$ cat src/rtl/mem_arb_pkg.sv
// Shared types for the memory port arbiter: FSM states, wait-counter width, requester IDs.
// No logic of its own; latency and backpressure are defined by the users of these types.
package mem_arb_pkg;

  typedef enum logic [1:0] {
    ST_IDLE   = 2'd0,
    ST_ACCESS = 2'd1,
    ST_RESP   = 2'd2
  } arb_state_e;

  localparam int WAIT_CNT_W   = 3;
  localparam int STARVE_CNT_W = 4;

  typedef logic [WAIT_CNT_W-1:0] wait_cnt_t;

  typedef enum logic {
    REQ_INST = 1'b0,
    REQ_DATA = 1'b1
  } req_id_e;

endpackage

$ cat src/rtl/arb_starve_counter.sv
// Counts consecutive data grants made while a fetch waits; starve is registered, valid the cycle after a grant.
// No backpressure: it only observes grant pulses and never stalls either requester.
module arb_starve_counter
  import mem_arb_pkg::*;
#(
  parameter int LIMIT = 4
) (
  input  logic clk,
  input  logic reset,
  input  logic data_gnt,
  input  logic inst_gnt,
  input  logic inst_req,
  output logic starve
);

  logic [STARVE_CNT_W-1:0] cnt_q, cnt_d;

  always_comb begin
    cnt_d = cnt_q;
    if (inst_gnt) begin
      cnt_d = '0;
    end else if (data_gnt) begin
      // A data grant with no fetch waiting breaks the run.
      if (!inst_req) begin
        cnt_d = '0;
      end else if (cnt_q != STARVE_CNT_W'(LIMIT)) begin
        cnt_d = cnt_q + STARVE_CNT_W'(1);
      end
    end
  end

  always_ff @(posedge clk or posedge reset) begin
    if (reset) begin
      cnt_q <= '0;
    end else begin
      cnt_q <= cnt_d;
    end
  end

  assign starve = (cnt_q >= STARVE_CNT_W'(LIMIT));

endmodule

$ cat src/rtl/mem_port_arbiter.sv
// Two-requester (fetch/data) single-port memory arbiter; transfer = 1 grant + WAIT_CYCLES+1 access + 1 resp cycle.
// Requests wait outside IDLE; data wins ties unless MEM_ARB_STARVE_GUARD_EN forces a fetch after STARVE_LIMIT data grants.
module mem_port_arbiter
  import mem_arb_pkg::*;
#(
  parameter int ADDR_W       = 32,
  parameter int WAIT_CYCLES  = 0,
  parameter int STARVE_LIMIT = 4
) (
  input  logic              clk,
  input  logic              reset,
  input  logic              inst_req,
  input  logic [ADDR_W-1:0] inst_addr,
  output logic              inst_gnt,
  output logic              inst_rvalid,
  output logic [31:0]       inst_rdata,
  input  logic              data_req,
  input  logic              data_we,
  input  logic [ADDR_W-1:0] data_addr,
  input  logic [31:0]       data_wdata,
  output logic              data_gnt,
  output logic              data_rvalid,
  output logic [31:0]       data_rdata,
  output logic [ADDR_W-1:0] mem_addr,
  output logic [31:0]       mem_wdata,
  output logic              mem_we,
  output logic              mem_re,
  input  logic [31:0]       mem_rdata
);

  if (WAIT_CYCLES < 0 || WAIT_CYCLES > 7) begin : g_bad_wait
    $error("mem_port_arbiter: WAIT_CYCLES must be 0..7");
  end
  if (STARVE_LIMIT < 1 || STARVE_LIMIT > 15) begin : g_bad_limit
    $error("mem_port_arbiter: STARVE_LIMIT must be 1..15");
  end

  arb_state_e        state_q, state_d;
  wait_cnt_t         cnt_q, cnt_d;
  req_id_e           who_q, who_d;
  logic              we_q, we_d;
  logic [ADDR_W-1:0] addr_q, addr_d;
  logic [31:0]       wdata_q, wdata_d;
  logic [31:0]       inst_rdata_q, inst_rdata_d;
  logic [31:0]       data_rdata_q, data_rdata_d;
  logic              starve;

`ifdef MEM_ARB_STARVE_GUARD_EN
  arb_starve_counter #(
    .LIMIT(STARVE_LIMIT)
  ) u_starve (
    .clk     (clk),
    .reset   (reset),
    .data_gnt(data_gnt),
    .inst_gnt(inst_gnt),
    .inst_req(inst_req),
    .starve  (starve)
  );
`else
  assign starve = 1'b0;
`endif

  always_comb begin
    state_d      = state_q;
    cnt_d        = cnt_q;
    who_d        = who_q;
    we_d         = we_q;
    addr_d       = addr_q;
    wdata_d      = wdata_q;
    inst_rdata_d = inst_rdata_q;
    data_rdata_d = data_rdata_q;
    inst_gnt     = 1'b0;
    data_gnt     = 1'b0;
    mem_re       = 1'b0;
    mem_we       = 1'b0;
    inst_rvalid  = 1'b0;
    data_rvalid  = 1'b0;

    case (state_q)
      ST_IDLE: begin
        // Reset gating keeps grants silent while reset holds the FSM in IDLE.
        data_gnt = !reset && data_req && !(starve && inst_req);
        inst_gnt = !reset && inst_req && !data_gnt;
        if (data_gnt) begin
          who_d   = REQ_DATA;
          addr_d  = data_addr;
          we_d    = data_we;
          wdata_d = data_wdata;
        end else if (inst_gnt) begin
          who_d   = REQ_INST;
          addr_d  = inst_addr;
          we_d    = 1'b0;
          wdata_d = '0;
        end
        if (data_gnt || inst_gnt) begin
          cnt_d   = wait_cnt_t'(WAIT_CYCLES);
          state_d = ST_ACCESS;
        end
      end
      ST_ACCESS: begin
        mem_re = !we_q;
        if (cnt_q == '0) begin
          mem_we  = we_q;
          state_d = ST_RESP;
          // Writes leave the requester's read register untouched.
          if (!we_q) begin
            if (who_q == REQ_DATA) data_rdata_d = mem_rdata;
            else                   inst_rdata_d = mem_rdata;
          end
        end else begin
          cnt_d = cnt_q - wait_cnt_t'(1);
        end
      end
      ST_RESP: begin
        inst_rvalid = (who_q == REQ_INST);
        data_rvalid = (who_q == REQ_DATA);
        state_d     = ST_IDLE;
      end
      default: state_d = ST_IDLE;
    endcase
  end

  always_ff @(posedge clk or posedge reset) begin
    if (reset) begin
      state_q      <= ST_IDLE;
      cnt_q        <= '0;
      who_q        <= REQ_INST;
      we_q         <= 1'b0;
      addr_q       <= '0;
      wdata_q      <= '0;
      inst_rdata_q <= '0;
      data_rdata_q <= '0;
    end else begin
      state_q      <= state_d;
      cnt_q        <= cnt_d;
      who_q        <= who_d;
      we_q         <= we_d;
      addr_q       <= addr_d;
      wdata_q      <= wdata_d;
      inst_rdata_q <= inst_rdata_d;
      data_rdata_q <= data_rdata_d;
    end
  end

  assign mem_addr   = addr_q;
  assign mem_wdata  = wdata_q;
  assign inst_rdata = inst_rdata_q;
  assign data_rdata = data_rdata_q;

endmodule

$ cat config.mk
export PLATFORM = sky130hd
export DESIGN_NAME = mem_port_arbiter
export DESIGN_NICKNAME = d
export VERILOG_FILES = /design/src/rtl/mem_arb_pkg.sv /design/src/rtl/arb_starve_counter.sv /design/src/rtl/mem_port_arbiter.sv
export SDC_FILE = /design/constraint.sdc
export NUM_CORES = 1
export LEC_CHECK = 0
export ABC_CLOCK_PERIOD_IN_PS = 8900
export CELL_PAD_IN_SITES_DETAIL_PLACEMENT = 1
export CELL_PAD_IN_SITES_GLOBAL_PLACEMENT = 1
export CORE_MARGIN = 2
export CORE_UTILIZATION = 33
export DETAILED_ROUTE_END_ITERATION = 16
export GPL_TIMING_DRIVEN = 0
export PLACE_DENSITY_LB_ADDON = 0.1
export SYNTH_ARGS = -nofsm -noshare
export SYNTH_HDL_FRONTEND = slang
export SYNTH_SLANG_ARGS = --single-unit
$ cat constraint.sdc
create_clock -name clk -period 8.9 [get_ports clk]
set_input_delay 1.78 -clock clk [delete_from_list [all_inputs] [get_ports clk]]
set_output_delay 1.78 -clock clk [all_outputs]
set_load 0.05 [all_outputs]
# == After elaboration in Yosys (flattened, before gate mapping) ==
# Cells that the tools add are included.
# totals
register_bits,135
input_bits,133
# op_classes
n_addsub,1
n_eq_ne,5
muxes,20
n_bitwise,2
reduce_logical,16
# ops
cell,count
two-way mux 32 bit,4
two-way mux 1 bit,10
AND reduction 4 bit,2
two-way mux 3 bit,2
"inequality test 2 bit, second input constant",3
one-hot mux 3 bit (2 select lines),1
two-way mux 2 bit,2
one-hot mux 2 bit (2 select lines),1
AND reduction 2 bit,2
nonzero test 2 bit,2
logical AND 1 bit,3
zero test 1 bit,3
zero test 3 bit,1
AND reduction 3 bit,1
"subtractor 3 x 1 -> 3 bit, second input constant",1
"== test 2 x 1 -> 1 bit, second input constant",1
"== test 2 bit, second input constant",1
zero test 2 bit,1
NOT 1 bit,2
logical OR 1 bit,1

# == Logic depth before layout (Yosys ltp) ==
# Gate-level depths: netlist (run 1).
# depth
depth_word,7
ltp_mapped,6
mapped_depth_nobuf,5

# == Worst setup path before layout (run 1) ==
# Ideal clock, no wire load.
# synth_timing
path_type,input to output
from,in reset
to,out data_gnt
t_arrival_ns,2.710
required_time_ns,7.120
path_slack_ns,4.410
path_stages,4
cell_sequence,nand2b_1 > buf_2 > nor3_2 > buf_2
# synth_between
elab_chain_len,3
# synth_rtl
item,line,rtl
from (decl),mem_port_arbiter.sv:11,"input logic reset,"
zero test 1 bit (no source line),--,
logical AND 1 bit,mem_port_arbiter.sv:82,data_gnt = !reset && data_req && !(starve && inst_req);
two-way mux 1 bit,mem_port_arbiter.sv:79,case (state_q)
to (decl),mem_port_arbiter.sv:21,"output logic data_gnt,"
# No other way between the ends.

# == Final worst setup path (run 1) ==
# Same ends and word-level chain as after synthesis.

==> impl_metrics.json, run 1 <==
{
  "status": "complete, no violations",
  "syn_inst": 389,
  "die-area_um2": 17400,
  "wl_mm": 17.2,
  "slowest_delay_ns": 0.85,
  "gp_congestion": 0.723,
  "drv_cap": 0,
  "tightestPinTransition_ns": 0.578,
  "clock-sinks": 135,
  "peakVddDrop_v": 0.000159,
  "die_w_um": 132,
  "setup-tns-final_ns": 0,
  "clockBufferDepth": 2,
  "p_seq_share_pct": 29.0,
  "hold_path_class": "register to register",
  "cts_resized": 0,
  "drtIter0Drc": 115,
  "drc": 0,
  "first_global_vias": 4869,
  "worstPathArrival_ns": 4.29,
  "root_buffer": "clkbuf_16",
  "critPathTopFamily": "buffers and inverters",
  "grt_max_degree": 82,
  "portBuffers": 266,
  "final_nets": 810,
  "yosysWarnings": 0,
  "synth_edf_count": 0,
  "cp.required_ns": 7.12,
  "critPathSlowestCell": "clkdlybuf4s50_1",
  "fin_area_um2": 9000,
  "slew_violations": 0,
  "post-place-ws_ns": 2.84,
  "hold_buffers": 0,
  "diodes": 0,
  "start_kind": "input pin",
  "hold_viol": 0,
  "cts_setup_buffers": 0,
  "synth_area_per_cell_um2": 13.9,
  "worst_slack_ns": 2.83,
  "p_sw_share_pct": 42.9,
  "rsz0062_at_grt": "no",
  "netlist.area_leader.share_pct": 62.5,
  "worstSetupPathType": "input pin to primary output",
  "finalCritPeriodShare_pct": 68.2,
  "core_area_um2": 15900,
  "power_density_nw_per_um2": 362,
  "cp_cell_sequence": "clkdlybuf4s50_1 > nand2b_1 > buf_2 > nor3_2 > buf_2 > clkdlybuf4s50_1",
  "timing.reg2reg.setup_slack_ns": 7.08,
  "cp.depth": 6,
  "area_growth_pct": 66.5,
  "antenna_found_initial": 0,
  "cts.clk_slew.worst_paths_ns": 0.05,
  "regToRegStartpoint": "state_q[0]",
  "dr.pass1.iters": 4,
  "path_max_fanout": 10,
  "gr-total-overflow": 0,
  "routedWlPerCell_um": 19.1,
  "timing.rr.end": "mem_addr[26]",
  "cts_tree": "built",
  "clkPwrFrac_pct": 23.0,
  "min_period_ns": 6.07,
  "syn_area_um2": 5400,
  "ant_nets": 0,
  "synth_cell_type_count": 28,
  "synth_fp_nets": 524,
  "num_vias": 4327,
  "start_util_pct": 33.9,
  "placed_area_um2": 8370,
  "intPower_mw": 1.86,
  "pin_count": 267,
  "grt_first_pass_wirelength_mm": 27.5,
  "slew_headroom_pct": 61.4,
  "async_reset_ff_share_pct": 100,
  "final_layout_size_suffix_gt1_share_pct": 12.6,
  "ys_top_cells_by_count": "dfrtp_1, o21ai_0, mux2i_1, a22o_1",
  "vias_per_cell": 4.79,
  "hold_path_depth": 1,
  "end_kind": "primary output",
  "clk_latency_ns": 0.42,
  "fmax_mhz": 165,
  "crit_start": "reset",
  "skew_ns": 0.00855,
  "min_to": "cnt_q[0]",
  "yosys.cell_count.top_type": "dfrtp_1",
  "total_power_mw": 3.26,
  "ys_seq_area_share_pct": 62.5,
  "yosys-top-cells-area": "dfrtp_1, mux2_1, mux2_2",
  "critPathBufInv": 4,
  "yosys_register_bits": 135,
  "rows": 46,
  "cts-buffers-inserted": 17,
  "setup_viol": 0,
  "holdCritStartpoint": "cnt_q[0]",
  "h-tree-depth": 4,
  "die_y_um": 132,
  "place_hpwl_mm": 12.9,
  "r2r_cells": 5,
  "pwr-share-comb_pct": 48.0,
  "leakage_nw": 3.90,
  "yosysTopAreaCell": "dfrtp_1",
  "track_usage_pct": 20.5,
  "p_sw_mw": 1.40,
  "ys.flop_type": "dfrtp_1"
}
-- registers in the layout, summed over array words and instances (netlist names) --
signal / count
data_rdata: 32
inst_rdata: 32
mem_addr: 32
mem_wdata: 32
cnt_q: 3
state_q: 2
we_q: 1
who_q: 1
-- worst max path at each step --
stage | to | slack [ns]
floorplan | cnt_q[0] | 3.51
global placement | data_rdata[16] | 1.59
detailed placement | data_gnt | 2.84
CTS | data_gnt | 2.80
global route | data_gnt | 2.71
finish | data_gnt | 2.83
-- power groups by stage --
stage          combinational (mW)  sequential, mW  clock (mW)
6_report                     1.57           0.946       0.749
5_1_grt                      1.62           0.973       0.794
4_1_cts                      1.58           0.949       0.765
3_5_place_dp                 1.58           0.954           0
3_3_place_gp                 1.55           0.936           0
2_1_floorplan               0.229            1.69           0
-- cells in the final DEF, fill, tap and decap left out, drive strengths merged, types with 4 or more instances in the layout --
master | synthesis | routed
bufinv | 0 | 4
mux2 | 64 | 64
inv | 3 | 4
mux2i | 34 | 34
dfrtp | 135 | 135
o21ai | 66 | 66
clkdlybuf4s50 | 0 | 266
nor2 | 6 | 6
clkinv | 0 | 6
clkbuf | 10 | 30
buf | 17 | 18
a22o | 33 | 33
-- cell type report --
type                       instances  area [um2]
fill                            1602        6940
tap                              216         270
multi-input combinational        224        1870
buffer                            27         141
timing repair buffer             267        2690
clock buffer                      20         457
clock inverter                    12         174
sequential                       135        3380
inverter                           3        16.3
-- kinds of logic (layout without fill, tap and decap cells) --
family	count (synthesis)	after routing	share of synthesized area [%]
buf+inv	30	329	2.82
flops	135	135	62.5
simple gates	21	21	2.62
mux	98	98	19.6
compound gates	103	103	11.9
fa+ha+maj	2	2	0.463
-- through the flow --
stage          hold slack (ns)  cells  util [%]
2_1_floorplan            0.451    389         -
3_3_place_gp             0.464    871      52.3
3_5_place_dp             0.471    872      52.5
4_1_cts                  0.478    904      56.5
5_1_grt                  0.507    904      56.5
6_report                 0.472    904      56.5
-- routing by layer --
layer	global-route usage [%]	routed length, um
met1	22.1	6470
met2	37.0	9120
met3	7.57	1340
met4	6.64	298
met5	0	0
Power figures use the tool's default switching activity.
==> run 2, diff against run 1 <==
--- a/config.mk
+++ b/config.mk
@@ -5,11 +5,11 @@
 export SDC_FILE = /design/constraint.sdc
 export NUM_CORES = 1
 export LEC_CHECK = 0
-export ABC_CLOCK_PERIOD_IN_PS = 8900
+export ABC_CLOCK_PERIOD_IN_PS = 6190
 export CELL_PAD_IN_SITES_DETAIL_PLACEMENT = 1
 export CELL_PAD_IN_SITES_GLOBAL_PLACEMENT = 1
 export CORE_MARGIN = 2
-export CORE_UTILIZATION = 33
+export CORE_UTILIZATION = 31
 export DETAILED_ROUTE_END_ITERATION = 16
 export GPL_TIMING_DRIVEN = 0
 export PLACE_DENSITY_LB_ADDON = 0.1
==> constraint.sdc (replaced) <==
create_clock -name clk -period 6.19 [get_ports clk]
set_input_delay 1.238 -clock clk [delete_from_list [all_inputs] [get_ports clk]]
set_output_delay 1.238 -clock clk [all_outputs]
set_load 0.05 [all_outputs]
==> run 2 against run 1 <==
  * Combinational power is 43% higher
  * Worst setup slack worse by 1.6 ns
  * Register-to-register slack worse by 2.7 ns
  * Total power is 40% higher
  * Non-clock buffer count stayed put
  * Largest cell class unchanged
  * Clock power is 28% higher
  * Core utilization is 4.4 points lower
  * Global-route usage is 2.7 points lower
  * Clock skew is 0.0021 ns lower
  * Final cell count is 1.0% higher
  * Critical path type unchanged
  * Cell area is 0.61% lower
  * Critical endpoint unchanged
  * Sequential power is 43% higher
==> impl_metrics.json, run 2 (synthesized netlist as in run 1, its figures left out) <==
{
  "status": "complete, no violations",
  "ant_nets": 0,
  "post-place-ws_ns": 1.22,
  "cp_cell_sequence": "clkdlybuf4s50_1 > nand2b_1 > buf_2 > nor3_2 > buf_2 > clkdlybuf4s50_1",
  "worstPathArrival_ns": 3.70,
  "min_period_ns": 4.94,
  "final_cell_mix": "clkdlybuf4s50_1, dfrtp_1, o21ai_0",
  "die-area_um2": 18500,
  "intPower_mw": 2.55,
  "first_global_vias": 4730,
  "slew_violations": 0,
  "gr-total-overflow": 0,
  "critPathSlowestCell": "clkdlybuf4s50_1",
  "dr.pass1.iters": 4,
  "clkPwrFrac_pct": 21.1,
  "slew_headroom_pct": 61.4,
  "final_nets": 810,
  "hold_path_class": "register to register",
  "worstSetupPathType": "input pin to primary output",
  "drc": 0,
  "hold_viol": 0,
  "routedWlPerCell_um": 17.8,
  "drtIter0Drc": 83,
  "leakage_nw": 3.85,
  "area_growth_pct": 65.5,
  "p_sw_mw": 2.01,
  "skew_ns": 0.00640,
  "power_density_nw_per_um2": 509,
  "die_y_um": 136,
  "root_buffer": "clkbuf_16",
  "peakVddDrop_v": 0.000271,
  "place_hpwl_mm": 12.1,
  "h-tree-depth": 4,
  "finalCritPeriodShare_pct": 79.8,
  "final_layout_size_suffix_gt1_share_pct": 12.8,
  "dp_cells": 881,
  "die_w_um": 136,
  "rsz0062_at_grt": "no",
  "fillers": 1758,
  "diodes": 0,
  "clockBufferDepth": 2,
  "final_cells": 913,
  "p_seq_share_pct": 29.7,
  "whs_ns": 0.472,
  "grt_max_degree": 77,
  "wl_mm": 16.2,
  "clock-sinks": 135,
  "portBuffers": 266,
  "pwr-share-comb_pct": 49.2,
  "start_util_pct": 31.5,
  "core_area_um2": 17200,
  "gp_congestion": 0.768,
  "slowest_delay_ns": 0.85,
  "grt_first_pass_wirelength_mm": 25.0,
  "cts_resized": 0,
  "setup_viol": 0,
  "antenna_found_initial": 0,
  "hold_buffers": 0,
  "fmax_mhz": 202,
  "cp.required_ns": 4.95,
  "pin_count": 267,
  "total_power_mw": 4.56,
  "rows": 48,
  "vias_per_cell": 4.72,
  "worst_slack_ns": 1.25,
  "path_max_fanout": 10,
  "cts_tree": "built",
  "end_kind": "primary output",
  "drv_cap": 0,
  "cts-buffers-inserted": 17,
  "cts_setup_buffers": 0,
  "start_kind": "input pin",
  "final_common_cell": "clkdlybuf4s50_1",
  "track_usage_pct": 17.8,
  "cts.clk_slew.worst_paths_ns": 0.06,
  "num_vias": 4309,
  "p_sw_share_pct": 44.1,
  "clk_latency_ns": 0.41,
  "tightestPinTransition_ns": 0.577
}
-- run 2: cell types whose count changed in the layout (fill, tap and decap cells not counted), sizes merged --
cell      previous run  this run
inv                  4         6
clkbuf              30        28
bufinv               4         1
clkinv               6         5
clkinvlp             1         5
-- run 2: final cells by class --
type                       instances  area, um2  area share (%)
buffer                            27        141            1.58
clock buffer                      18        439            4.91
clock inverter                    14        125            1.40
inverter                           3       16.3           0.182
multi-input combinational        224       1870            20.9
sequential                       135       3380            37.8
tap                              225        282            3.15
timing repair buffer             267       2690            30.1
-- run 2: power groups by stage --
| stage | sequential, mW | clock (mW) | combinational (mW) |
|---|---|---|---|
| floorplan | 2.43 | 0 | 0.330 |
| global route | 1.40 | 1.03 | 2.33 |
| finish | 1.35 | 0.960 | 2.24 |
| detailed placement | 1.37 | 0 | 2.26 |
| global placement | 1.35 | 0 | 2.23 |
| CTS | 1.36 | 0.988 | 2.26 |
-- run 2: worst paths after layout --
path,slack (ns),startpoint,cells past startpoint,endpoint
setup / recovery,1.25,reset,6,data_gnt
hold / removal,0.47,cnt_q[0],1,cnt_q[0]
max in group asynchronous,4.08,reset,3,mem_addr[24]
setup reg to reg,4.38,state_q[0],5,mem_addr[16]
min in group asynchronous,1.35,reset,2,who_q
hold reg to reg,0.47,cnt_q[0],1,cnt_q[0]
-- run 2: critical path, delay by kind of cell --
kind	cells	cell delay [ns]
and+or+nand+nor	2	0.59
buffers and inverters	4	1.87
-- run 2: layer usage --
metal	global-route usage, %	up-vias	share of wire [%]
li1	-	1993	-
met1	20.2	2136	39
met2	30.3	156	50
met3	6.41	24	7.9
met4	7.41	0	2.2
met5	0	-	0
-- run 2: through the flow --
stage | instance area [um2] | setup TNS [ns] | utilization (%)
4_1_cts | 8940 | 0 | 52.1
3_3_place_gp | 8350 | -82.28 | 48.6
2_1_floorplan | 5400 | 0 | -
6_report | 8940 | 0 | 52.1
5_1_grt | 8940 | 0 | 52.1
3_5_place_dp | 8380 | 0 | 48.8
==> run 3, diff against run 2 <==
--- a/config.mk
+++ b/config.mk
@@ -5,7 +5,7 @@
 export SDC_FILE = /design/constraint.sdc
 export NUM_CORES = 1
 export LEC_CHECK = 0
-export ABC_CLOCK_PERIOD_IN_PS = 6190
+export ABC_CLOCK_PERIOD_IN_PS = 4900
 export CELL_PAD_IN_SITES_DETAIL_PLACEMENT = 1
 export CELL_PAD_IN_SITES_GLOBAL_PLACEMENT = 1
 export CORE_MARGIN = 2
==> constraint.sdc (replaced) <==
create_clock -name clk -period 4.9 [get_ports clk]
set_input_delay 0.98 -clock clk [delete_from_list [all_inputs] [get_ports clk]]
set_output_delay 0.98 -clock clk [all_outputs]
set_load 0.05 [all_outputs]
==> results of run 3 <==
Same layout as run 2 (identical final DEF). Status: complete, no violations.
Main changes from that run: setup slack after placement 1.22 ns -> 0.446 ns; setup slack after layout 1.25 ns -> 0.478 ns; register-to-register setup slack 4.38 ns -> 3.09 ns; total power 4.56 mW -> 5.76 mW; worst IR drop on VDD 0.000271 V -> 0.000342 V
